$ cat src/rtl/r4_seq_pkg.sv
// Shared definitions for the radix-4 butterfly sequencer.
//   - state_e      : sequencer FSM states
//   - SEL_BIN0..3  : butterfly select codes {c3,c2,c1} for each output bin
//   - W_DEFAULT    : default sample component width
//   - bin_sel()    : maps a 2-bit bin index to its select code
package r4_seq_pkg;

    localparam int unsigned W_DEFAULT = 4;

    typedef enum logic [1:0] {
        IDLE  = 2'd0,
        DRIVE = 2'd1,
        EMIT  = 2'd2
    } state_e;

    localparam logic [2:0] SEL_BIN0 = 3'b000;
    localparam logic [2:0] SEL_BIN1 = 3'b001;
    localparam logic [2:0] SEL_BIN2 = 3'b010;
    localparam logic [2:0] SEL_BIN3 = 3'b100;

    function automatic logic [2:0] bin_sel(input logic [1:0] bin);
        logic [2:0] sel;
        unique case (bin)
            2'd0:    sel = SEL_BIN0;
            2'd1:    sel = SEL_BIN1;
            2'd2:    sel = SEL_BIN2;
            default: sel = SEL_BIN3;
        endcase
        return sel;
    endfunction

endpackage

$ cat src/rtl/r4_seq_settle_ctr.sv
// Settle down-counter for the butterfly sequencer.
// Ports:
//   clk_i   clock
//   rst_ni  synchronous active-low reset, clears the count
//   load_i  load SETTLE (takes effect on the next cycle)
//   en_i    count enable; high while the select lines are being held
//   done_o  high during the final settle cycle
module r4_seq_settle_ctr #(
    parameter int unsigned SETTLE = 1
) (
    input  logic clk_i,
    input  logic rst_ni,
    input  logic load_i,
    input  logic en_i,
    output logic done_o
);

    logic [3:0] cnt_q, cnt_d;

    always_comb begin
        cnt_d = cnt_q;
        if (load_i) begin
            cnt_d = 4'(SETTLE);
        end else if (en_i && (cnt_q != 4'd0)) begin
            cnt_d = cnt_q - 4'd1;
        end
    end

    // A count of one means this is the last of the SETTLE cycles.
    assign done_o = en_i && (cnt_q == 4'd1);

    always_ff @(posedge clk_i) begin
        if (!rst_ni) begin
            cnt_q <= 4'd0;
        end else begin
            cnt_q <= cnt_d;
        end
    end

endmodule

$ cat src/rtl/r4_butter_seq.sv
// Radix-4 butterfly sequencer. Accepts one frame of four complex samples,
// holds them on the butterfly inputs, steps the select lines through bins
// 0..3 and emits each settled result on a backpressured output stream.
// Ports:
//   wb_clk_i / wb_rst_ni         clock, synchronous active-low reset
//   in_valid/in_ready/in_xr/in_xi  input frame handshake and samples
//   bf_xr/bf_xi/bf_c             registered samples and select to butterfly
//   bf_xro/bf_xio                butterfly result
//   out_valid/out_ready/out_re/out_im/out_bin/out_last  result stream
//   frm_cnt                      completed-frame counter (R4_SEQ_FRMCNT_EN only)
//   busy                         frame in progress
// Optional feature macro: R4_SEQ_FRMCNT_EN
module r4_butter_seq
    import r4_seq_pkg::*;
#(
    parameter int unsigned W      = W_DEFAULT,
    parameter int unsigned SETTLE = 1
) (
    input  logic           wb_clk_i,
    input  logic           wb_rst_ni,
    input  logic           in_valid,
    output logic           in_ready,
    input  logic [4*W-1:0] in_xr,
    input  logic [4*W-1:0] in_xi,
    output logic [4*W-1:0] bf_xr,
    output logic [4*W-1:0] bf_xi,
    output logic [2:0]     bf_c,
    input  logic [W-1:0]   bf_xro,
    input  logic [W-1:0]   bf_xio,
    output logic           out_valid,
    input  logic           out_ready,
    output logic [W-1:0]   out_re,
    output logic [W-1:0]   out_im,
    output logic [1:0]     out_bin,
    output logic           out_last,
`ifdef R4_SEQ_FRMCNT_EN
    output logic [15:0]    frm_cnt,
`endif
    output logic           busy
);

    state_e         state_q, state_d;
    logic [1:0]     bin_q, bin_d;
    logic [4*W-1:0] bf_xr_q, bf_xr_d;
    logic [4*W-1:0] bf_xi_q, bf_xi_d;
    logic [W-1:0]   out_re_q, out_re_d;
    logic [W-1:0]   out_im_q, out_im_d;
    logic [1:0]     out_bin_q, out_bin_d;
    logic           out_last_q, out_last_d;
    logic           ctr_load, ctr_en, ctr_done;
`ifdef R4_SEQ_FRMCNT_EN
    logic [15:0]    frm_cnt_q, frm_cnt_d;
`endif

    r4_seq_settle_ctr #(
        .SETTLE(SETTLE)
    ) u_settle_ctr (
        .clk_i (wb_clk_i),
        .rst_ni(wb_rst_ni),
        .load_i(ctr_load),
        .en_i  (ctr_en),
        .done_o(ctr_done)
    );

    always_comb begin
        state_d    = state_q;
        bin_d      = bin_q;
        bf_xr_d    = bf_xr_q;
        bf_xi_d    = bf_xi_q;
        out_re_d   = out_re_q;
        out_im_d   = out_im_q;
        out_bin_d  = out_bin_q;
        out_last_d = out_last_q;
        ctr_load   = 1'b0;
        ctr_en     = 1'b0;
`ifdef R4_SEQ_FRMCNT_EN
        frm_cnt_d  = frm_cnt_q;
`endif
        unique case (state_q)
            IDLE: begin
                if (in_valid) begin
                    bf_xr_d  = in_xr;
                    bf_xi_d  = in_xi;
                    bin_d    = 2'd0;
                    ctr_load = 1'b1;
                    state_d  = DRIVE;
                end
            end
            DRIVE: begin
                ctr_en = 1'b1;
                if (ctr_done) begin
                    out_re_d   = bf_xro;
                    out_im_d   = bf_xio;
                    out_bin_d  = bin_q;
                    out_last_d = (bin_q == 2'd3);
                    state_d    = EMIT;
                end
            end
            EMIT: begin
                if (out_ready) begin
                    if (bin_q == 2'd3) begin
                        state_d = IDLE;
`ifdef R4_SEQ_FRMCNT_EN
                        frm_cnt_d = frm_cnt_q + 16'd1;
`endif
                    end else begin
                        bin_d    = bin_q + 2'd1;
                        ctr_load = 1'b1;
                        state_d  = DRIVE;
                    end
                end
            end
            default: state_d = IDLE;
        endcase
    end

    always_ff @(posedge wb_clk_i) begin
        if (!wb_rst_ni) begin
            state_q    <= IDLE;
            bin_q      <= 2'd0;
            bf_xr_q    <= '0;
            bf_xi_q    <= '0;
            out_re_q   <= '0;
            out_im_q   <= '0;
            out_bin_q  <= 2'd0;
            out_last_q <= 1'b0;
`ifdef R4_SEQ_FRMCNT_EN
            frm_cnt_q  <= 16'd0;
`endif
        end else begin
            state_q    <= state_d;
            bin_q      <= bin_d;
            bf_xr_q    <= bf_xr_d;
            bf_xi_q    <= bf_xi_d;
            out_re_q   <= out_re_d;
            out_im_q   <= out_im_d;
            out_bin_q  <= out_bin_d;
            out_last_q <= out_last_d;
`ifdef R4_SEQ_FRMCNT_EN
            frm_cnt_q  <= frm_cnt_d;
`endif
        end
    end

    assign in_ready  = (state_q == IDLE);
    assign busy      = (state_q != IDLE);
    assign out_valid = (state_q == EMIT);
    assign bf_c      = (state_q == IDLE) ? SEL_BIN0 : bin_sel(bin_q);
    assign bf_xr     = bf_xr_q;
    assign bf_xi     = bf_xi_q;
    assign out_re    = out_re_q;
    assign out_im    = out_im_q;
    assign out_bin   = out_bin_q;
    assign out_last  = out_last_q;
`ifdef R4_SEQ_FRMCNT_EN
    assign frm_cnt   = frm_cnt_q;
`endif

endmodule

$ cat config.mk
export PLATFORM = sky130hd
export DESIGN_NAME = r4_butter_seq
export DESIGN_NICKNAME = d
export VERILOG_FILES = /design/src/rtl/r4_seq_pkg.sv /design/src/rtl/r4_seq_settle_ctr.sv /design/src/rtl/r4_butter_seq.sv
export SDC_FILE = /design/constraint.sdc
export NUM_CORES = 1
export LEC_CHECK = 0
export BUFFER_PORTS_ARGS = -buffer_cell sky130_fd_sc_hd__buf_2
export CORE_UTILIZATION = 45
export DETAILED_ROUTE_END_ITERATION = 6
export PLACE_DENSITY = 0.76
export SLEW_MARGIN = 0
export SYNTH_ARGS = -nofsm -noshare
export SYNTH_HDL_FRONTEND = slang
export SYNTH_HIERARCHICAL = 1
export SYNTH_SLANG_ARGS = --single-unit
$ cat constraint.sdc
create_clock -name wb_clk_i -period 2.01 [get_ports wb_clk_i]
set_input_delay 0.201 -clock wb_clk_i [delete_from_list [all_inputs] [get_ports wb_clk_i]]
set_output_delay 0.201 -clock wb_clk_i [all_outputs]
set_load 0.02 [all_outputs]
==> results.txt, run 1 <==
The floorplan step set the die height to about 71 um. Setup repair after global routing left no endpoint under its margin. The number of clock buffers inserted by TritonCTS is 5. STA puts the critical path data arrival time at 1.83 ns. For the worst-skew pair, the clock arrives at the later sink with an insertion delay of 0.31 ns. The standard cell core area is 4444 sq um. The maximum clock rate came out at between 600 and 700 MHz.

The share of the clock period used by the worst path after layout came out at between 80% and 90%. The worst reg2reg path depth is 5. The total placed instance area is 2621 sq um. The routed wire length came out at 4544 um. The end of the worst register-to-register path is u_settle_ctr/cnt_q[0]$_SDFFE_PN0P_. The mapped netlist covers 2128 sq um. The first-pass GRT wire length is 7521 um. The worst setup margin came out at 0.3761 ns. The synthesis-to-finish area growth is 27.81%. The number of sinks on the clock net came out at slightly above 50. TritonCTS built the clock tree. In the post-synthesis netlist, the biggest area contributors are sky130_fd_sc_hd__dfxtp_1, sky130_fd_sc_hd__nand2_1, sky130_fd_sc_hd__a21boi_1. The cell type with the largest total area after synthesis is sky130_fd_sc_hd__dfxtp_1. In this run the tightest slew margin relative to its limit is 73.77%. The number of filler instances in the final layout came out at 414.

Global routing used 18.86% of the available tracks across all layers. Prior to clock tree synthesis, the placed netlist has a worst setup slack of 0.4003 ns. The worst hold path belongs to the class in -> reg. The final setup violation count came out at 0. The synthesized area per cell is 9.134 sq um. The number of gates resized after CTS came out at 0. The number of cells produced by synthesis came out at between 200 and 250. Cells with a size suffix above 1 make up 34.36% of the layout.

Counting flops and latches in the post-synthesis netlist gives 51. The clock tree skew after final layout is 0.01048 ns. The total negative setup slack is 0 ns.

Dividing the detail-routed via count by the number of cells gives 4.817. The flow ran to the end, but the final reports show violations. Leaving out fill and tap cells, the most frequent cells in the layout are sky130_fd_sc_hd__buf_2, sky130_fd_sc_hd__nand2_1, sky130_fd_sc_hd__dfxtp_1, sky130_fd_sc_hd__a21boi_1, sky130_fd_sc_hd__nor2b_1.

The first-iteration detailed-routing DRC count came out at 60. The design draws approximately 0.0020 W. The internal reg-to-reg setup slack came out at 0.38 ns. The number of nets with antenna violations after routing came out at 0. The worst register-to-register path begins at u_settle_ctr/cnt_q[0]$_SDFFE_PN0P_.

After clock tree synthesis, the clock-pin slew on the worst setup and hold paths is 0.10 ns. For this design the ratio of total power to cell area is around 750 nW/um^2. The kind of end point of the critical path is a flop. After detailed routing, the number of remaining DRC violations is 18. The worst setup path is launched from a flop. The average wire per standard cell is 12.02 um. The post-synthesis net count came out at 283. The buffer count from post-CTS setup fixing came out at 0.

The end of the critical path is u_settle_ctr/cnt_q[0]$_SDFFE_PN0P_. The final reports fail on design-rule violations. The antenna diode count came out at 0.

At the pin with the least slew margin, the transition time is between 0.3 and 0.4 ns. Cells fill 61.21% of the core in the end. The number of buffers added to fix hold violations after cts is 0.

The number of global-route vias before repair came out at 1678. The final weighted congestion of routability-driven global placement is 0.7726. The die is a little over 70 um wide.

The maximum fanout along the worst path is 4. The die covers roughly 5000 sq um. The number of antenna violations at the first check in global routing came out at 0.

The share of synthesized area in the top cell type comes to 47.97%. The library cell used most frequently in the layout, excluding fill and tap cells, is sky130_fd_sc_hd__buf_2. The max-slew violation total from the final report is 0.

The initial core utilization came out at a little under half. 93 I/O pins were placed. In this run the core area contains 24 standard-cell rows.

The tool flagged a number of max-cap violations equal to 0. The count of synthesis-stage warnings from yosys is 6. The final layout contains 375 nets. After layout, the minimum clock period comes to 1.634 ns. The final hold violation count is 0. Buffers placed on the I/O ports in this run total 92. The start point of the critical path is u_settle_ctr/cnt_q[0]$_SDFFE_PN0P_. The final global-route overflow total is 0. For this block, the via count after detailed routing is between 1.5k and 2k. The area of all placed cells without fillers came out at 2720 sq um. The number of detailed-route iterations in the first pass came out at 6.

The H-tree generated during clock tree synthesis spans 2 levels. The worst voltage drop across the vdd grid is 0.5096 mV. The maximum root-to-sink buffer count came out at 2. After synthesis, flip-flops and latches occupy 47.97% of the total area. The root buffer cell is sky130_fd_sc_hd__clkbuf_8. The required arrival time at the worst endpoint is between 2 and 2.5 ns. The static leakage is 1.353 nW.

The number of different library cells in the post-synthesis netlist is 31. The largest net degree at the start of global routing came out at 33. Once detailed placement completed, the half-perimeter wirelength came to 3151 um. The classification of the worst setup path is reg -> reg.
critical path, cell delays in order, from the launching register on:
cell and delay (ns):
sky130_fd_sc_hd__dfxtp_1 0.33, sky130_fd_sc_hd__inv_1 0.10, sky130_fd_sc_hd__ha_1 0.22, sky130_fd_sc_hd__or3b_4 0.42
sky130_fd_sc_hd__and3_4 0.19, sky130_fd_sc_hd__o31a_1 0.26
through the flow:
stage                     hold slack, ns  std cells
after floorplan                   0.3289        233
after global placement            0.4378        370
after detailed placement          0.4416        370
after CTS                         0.1116        378
after global routing              0.1129        378
final                             0.1139        378
state kept, by name, indices dropped and copies added, names as in the netlist:
register	flops
bf_xi	16
bf_xr	16
out_im	4
out_re	4
u_settle_ctr/cnt_q	4
bin_q	2
out_bin	2
state_q	2
out_last	1
power breakdown:
group / switching, W / internal [W]
clock network: 0.000339 / 0.000281
registers: 0.0000241 / 0.00106
logic: 0.000193 / 0.000141
total: 0.000556 / 0.00148
Yosys cell counts:
cell type / number
sky130_fd_sc_hd__nand2_1: 68
sky130_fd_sc_hd__dfxtp_1: 51
sky130_fd_sc_hd__a21boi_1: 30
sky130_fd_sc_hd__nor2b_1: 16
sky130_fd_sc_hd__mux2i_1: 12
sky130_fd_sc_hd__ha_1: 6
sky130_fd_sc_hd__clkbuf_1: 5
sky130_fd_sc_hd__inv_1: 5
sky130_fd_sc_hd__buf_2: 4
sky130_fd_sc_hd__buf_6: 4
sky130_fd_sc_hd__nor2_1: 4
sky130_fd_sc_hd__a21boi_0: 3
sky130_fd_sc_hd__a21oi_1: 3
sky130_fd_sc_hd__nand2b_1: 3
sky130_fd_sc_hd__nand3b_1: 2
sky130_fd_sc_hd__o21ai_0: 2
sky130_fd_sc_hd__a211oi_1: 1
sky130_fd_sc_hd__and3_2: 1
sky130_fd_sc_hd__and3_4: 1
sky130_fd_sc_hd__and4bb_2: 1
sky130_fd_sc_hd__buf_4: 1
sky130_fd_sc_hd__nand3_1: 1
sky130_fd_sc_hd__nand4b_1: 1
sky130_fd_sc_hd__nor3_1: 1
sky130_fd_sc_hd__nor3b_2: 1
sky130_fd_sc_hd__nor4b_1: 1
sky130_fd_sc_hd__nor4bb_1: 1
sky130_fd_sc_hd__o21a_1: 1
sky130_fd_sc_hd__o31a_1: 1
sky130_fd_sc_hd__or3b_1: 1
sky130_fd_sc_hd__or3b_4: 1
area by class of cell:
class                   count  area, sq um  share of cell area (%)
clock buffers               6        82.58                   3.036
clock inverters             2        16.27                  0.5980
inverters                   5        18.77                  0.6900
multi-input cells         163         1003                   36.89
flip-flops and latches     51         1021                   37.53
well taps                  52        65.06                   2.392
repair buffers             99        513.0                   18.86
metal layers:
metal,share of wire (%),GRT usage [%],up-vias
li1,-,-,945
met1,47,23.46,809
met2,45,30.56,61
met3,7.0,5.698,6
met4,1.4,7.778,0
met5,0,0,-
worst min path at each step:
stage | from | end | slack, ns | cells after the start
after floorplan | wb_rst_ni | u_settle_ctr/cnt_q[0]$_SDFFE_PN0P_ | 0.33 | 1
after global placement | bf_xi[3]$_SDFFE_PN0P_ | bf_xi[3]$_SDFFE_PN0P_ | 0.44 | 2
after detailed placement | bf_xi[13]$_SDFFE_PN0P_ | bf_xi[13]$_SDFFE_PN0P_ | 0.44 | 2
after CTS | in_xr[12] | bf_xr[12]$_SDFFE_PN0P_ | 0.11 | 3
after global routing | in_xi[13] | bf_xi[13]$_SDFFE_PN0P_ | 0.11 | 3
final | in_xi[14] | bf_xi[14]$_SDFFE_PN0P_ | 0.11 | 3
cell families (layout without fill, tap and decap cells):
kind of cell / Yosys count / count (layout) / share of synthesized area (%)
muxes: 12 / 12 / 5.644
adders and majority gates: 6 / 6 / 3.527
and+or+nand+nor: 104 / 104 / 23.75
DFF: 51 / 51 / 47.97
AOI/OAI and AO/OA: 41 / 41 / 13.93
buffers and inverters: 19 / 112 / 5.174
(Power assumes the default switching activity.)
==> run 2, diff against run 1 <==
==> constraint.sdc (replaced) <==
create_clock -name wb_clk_i -period 1.7 [get_ports wb_clk_i]
set_input_delay 0.17 -clock wb_clk_i [delete_from_list [all_inputs] [get_ports wb_clk_i]]
set_output_delay 0.17 -clock wb_clk_i [all_outputs]
set_load 0.02 [all_outputs]
==> results.txt, run 2 (synthesis results as in run 1) <==
The total via count after detailed routing came out at 1795 (-1.4%). The average wire per standard cell is 11.29 um (-6.1%). TritonCTS built the clock tree. The library cells used most frequently in the layout, excluding fill and tap cells, are sky130_fd_sc_hd__buf_2, sky130_fd_sc_hd__nand2_1, sky130_fd_sc_hd__dfxtp_1, sky130_fd_sc_hd__a21boi_1, sky130_fd_sc_hd__nor2b_1.

The number of buffer and inverter instances along the worst setup path came out at 1 (unchanged). The share of power burned in the clock network came to 30.1% (-0.4 points). The power density over the cells is 864.3 nW/um^2 (+15%).

The via density per instance is 4.711 (-2.2%). The clock tree skew after final layout is 0.007424 ns (-0.003057 ns). The data arrival at the endpoint of the critical path is 1.79 ns (-0.04 ns). The worst-case hold slack came out at 0.09218 ns (-0.02173 ns). The first-iteration detailed-routing DRC count came out at 77 (+28%). Traced cell by cell, the critical path runs through inv_1, ha_1, or3b_4, and3_4, o31a_1. The die height came out at 70.77 um (unchanged). The number of antenna violations at the first check in global routing is 0 (unchanged). The antenna diode count came out at 0 (unchanged).

The number of max-cap violations was 0 (unchanged). The slew at the pin closest to its max-slew limit is 0.4627 ns (+0.07474 ns). The cell-internal power is 0.001760 W (+19%).

The maximum fanout along the worst path was 4 (unchanged). The stage delay of the slowest cell on the critical path is 0.41 ns (about the same). The fraction of final layout cells sized beyond drive strength 1 came to 35.56% (+1.2 points).

The power share of the sequential group is 53.3% (about the same). The root buffer cell is sky130_fd_sc_hd__clkbuf_8. The share of the clock period used by the worst path after layout is 93.93% (+13 points).

The worst setup path is captured at a flop. The number of design rule violations left after detail routing is 16 (-2). The proportion of power drawn by combinational gates is 16.6% (+0.2 points). The number of sinks on the clock net came out at 51 (unchanged).

The number of buffers added on ports came out at 92 (unchanged). The min-delay analysis places its worst path in the category in -> reg. The clock transition at the registers of the reported paths came to 0.09 ns (about the same). The largest individual stage delay along the critical path comes from the cell sky130_fd_sc_hd__or3b_4. The overall track demand over capacity in global routing came out at 18.62% (-0.24 points). The half-perimeter wire length after detailed placement was 3138 um (-0.42%).

The largest net degree at the start of global routing is 33 (unchanged). The clock network latency to the later pin of the worst-skew pair came out at 0.30 ns (about the same). The number of filler instances in the final layout came to 414 (unchanged). The number of global-route vias before repair is 1735 (+3.4%). The final-stage net count is 378 (+0.80%). The required arrival time at the worst endpoint is 1.89 ns (-0.31 ns). The standard cell core area is 4444 sq um (unchanged). Leaving out fill and tap cells, the most frequent cell in the layout is sky130_fd_sc_hd__buf_2. Among cell families on the critical path, the largest total delay comes from simple AND/OR/NAND/NOR gates. The buffer count from post-CTS setup fixing came out at 0 (unchanged).

The static leakage is 1.379 nW (+1.9%). The maximum clock rate is 626.3 MHz (+2.3%). The launching element type of the critical path is a flop. The final setup violation count is 0 (unchanged).

The checks that failed: design-rule violations. The switching power came out at 0.0006397 W (+15%). The initial core utilization is 47.89% (unchanged).

The total negative setup slack is 0 ns (unchanged). The routed wire length came out at 4301 um (-5.3%). The run finished, with violations left. The worst voltage drop across the vdd grid came to 0.4128 mV (-19%). The final global-route overflow total is 0 (unchanged). The relative max-transition margin is 69.15% (-4.6 points).

The register cell area after layout is 1021 sq um (unchanged). Setup repair after global routing left no endpoint under its margin. The minimum clock period after layout came out at 1.597 ns (-0.03716 ns). The number of nets with antenna violations after routing is 0 (unchanged). The placement row count is 24 (unchanged). The synthesis-to-finish area growth is 30.45%. The multi-input gate area in the final layout came out at 1012 sq um (+0.87%). The setup path with the least slack is of type reg -> reg. The final weighted congestion of routability-driven global placement is 0.7423 (-3.9%). The fraction of the core area covered by cells at the end of the flow came out at 62.47% (+1.3 points). The max-slew violation total from the final report came out at 0 (unchanged).

The number of clock buffers inserted by TritonCTS came out at 5 (unchanged). The chip width is 70.77 um (unchanged). The number of detailed-route iterations in the first pass is 6 (unchanged). The first-pass GRT wire length is 7479 um (-0.56%). The final hold violation count is 0 (unchanged). The I/O pin total is 93 (unchanged). The maximum root-to-sink buffer count is 2 (unchanged). The deepest level of the CTS H-tree was 2 (unchanged). The switching part of the total power is 26.66% (-0.63 points). The floorplan die area was 5008 sq um (unchanged).
run 2: cell count changes in the layout (fill, tap and decap cells not counted):
cell,delta
sky130_fd_sc_hd__nor2b_1,-1
sky130_fd_sc_hd__nor2b_2,+1
sky130_fd_sc_hd__nor4bb_1,-1
sky130_fd_sc_hd__buf_4,+1
sky130_fd_sc_hd__nor4bb_2,+1
sky130_fd_sc_hd__buf_12,+2
run 2: worst min-delay path, stage by stage:
cell	delay, ns
sky130_fd_sc_hd__buf_2	0.10
sky130_fd_sc_hd__nand2_1	0.04
sky130_fd_sc_hd__a21boi_1	0.04
run 2: path summary, 6_finish.rpt:
kind	cells after the start	slack (ns)	to	from
worst min-delay path	3	0.09	bf_xi[0]$_SDFFE_PN0P_	in_xi[0]
worst max register to register	5	0.10	u_settle_ctr/cnt_q[0]$_SDFFE_PN0P_	u_settle_ctr/cnt_q[0]$_SDFFE_PN0P_
worst max-delay path	5	0.10	u_settle_ctr/cnt_q[0]$_SDFFE_PN0P_	u_settle_ctr/cnt_q[0]$_SDFFE_PN0P_
worst min register to register	2	0.45	bf_xi[10]$_SDFFE_PN0P_	bf_xi[10]$_SDFFE_PN0P_
run 2: stage by stage:
stage / power [W] / worst slack, ns / cell area (sq um) / instances
after global routing: 0.002538 / 0.01868 / 2776 / 381
final: 0.002400 / 0.1033 / 2776 / 381
after global placement: 0.001702 / 0.1528 / 2671 / 373
after detailed placement: 0.001711 / 0.09839 / 2671 / 373
after CTS: 0.002448 / 0.09104 / 2770 / 381
after floorplan: 0.001567 / 0.06076 / 2131 / 233
run 2: area by class of cell:
class | count | area share, %
Clock buffer | 6 | 2.974
Clock inverter | 2 | 0.5859
Inverter | 5 | 0.6760
Multi-Input combinational cell | 163 | 36.46
Sequential cell | 51 | 36.77
Tap cell | 52 | 2.343
Timing Repair Buffer | 102 | 20.19
run 2: layer usage:
metal,GRT usage (%),up-vias,part of all wire [%]
met3,4.701,7,5.6
met4,6.222,0,1.8
li1,-,947,-
met1,22.04,794,43
met5,0,-,0
met2,32.91,47,49
run 2: timing repair:
action	in CTS	in global routing
endpoints found under the setup margin	0	2
gates resized for setup	0	1
hold buffers	0	0
run 2: power groups by stage:
stage | Sequential (W) | Clock, W | Combinational (W)
2_1_floorplan | 0.00137 | 0 | 0.000199
3_3_place_gp | 0.00130 | 0 | 0.000398
3_5_place_dp | 0.00131 | 0 | 0.000403
4_1_cts | 0.00128 | 0.000764 | 0.000404
5_1_grt | 0.00129 | 0.000802 | 0.000449
6_report | 0.00128 | 0.000723 | 0.000398
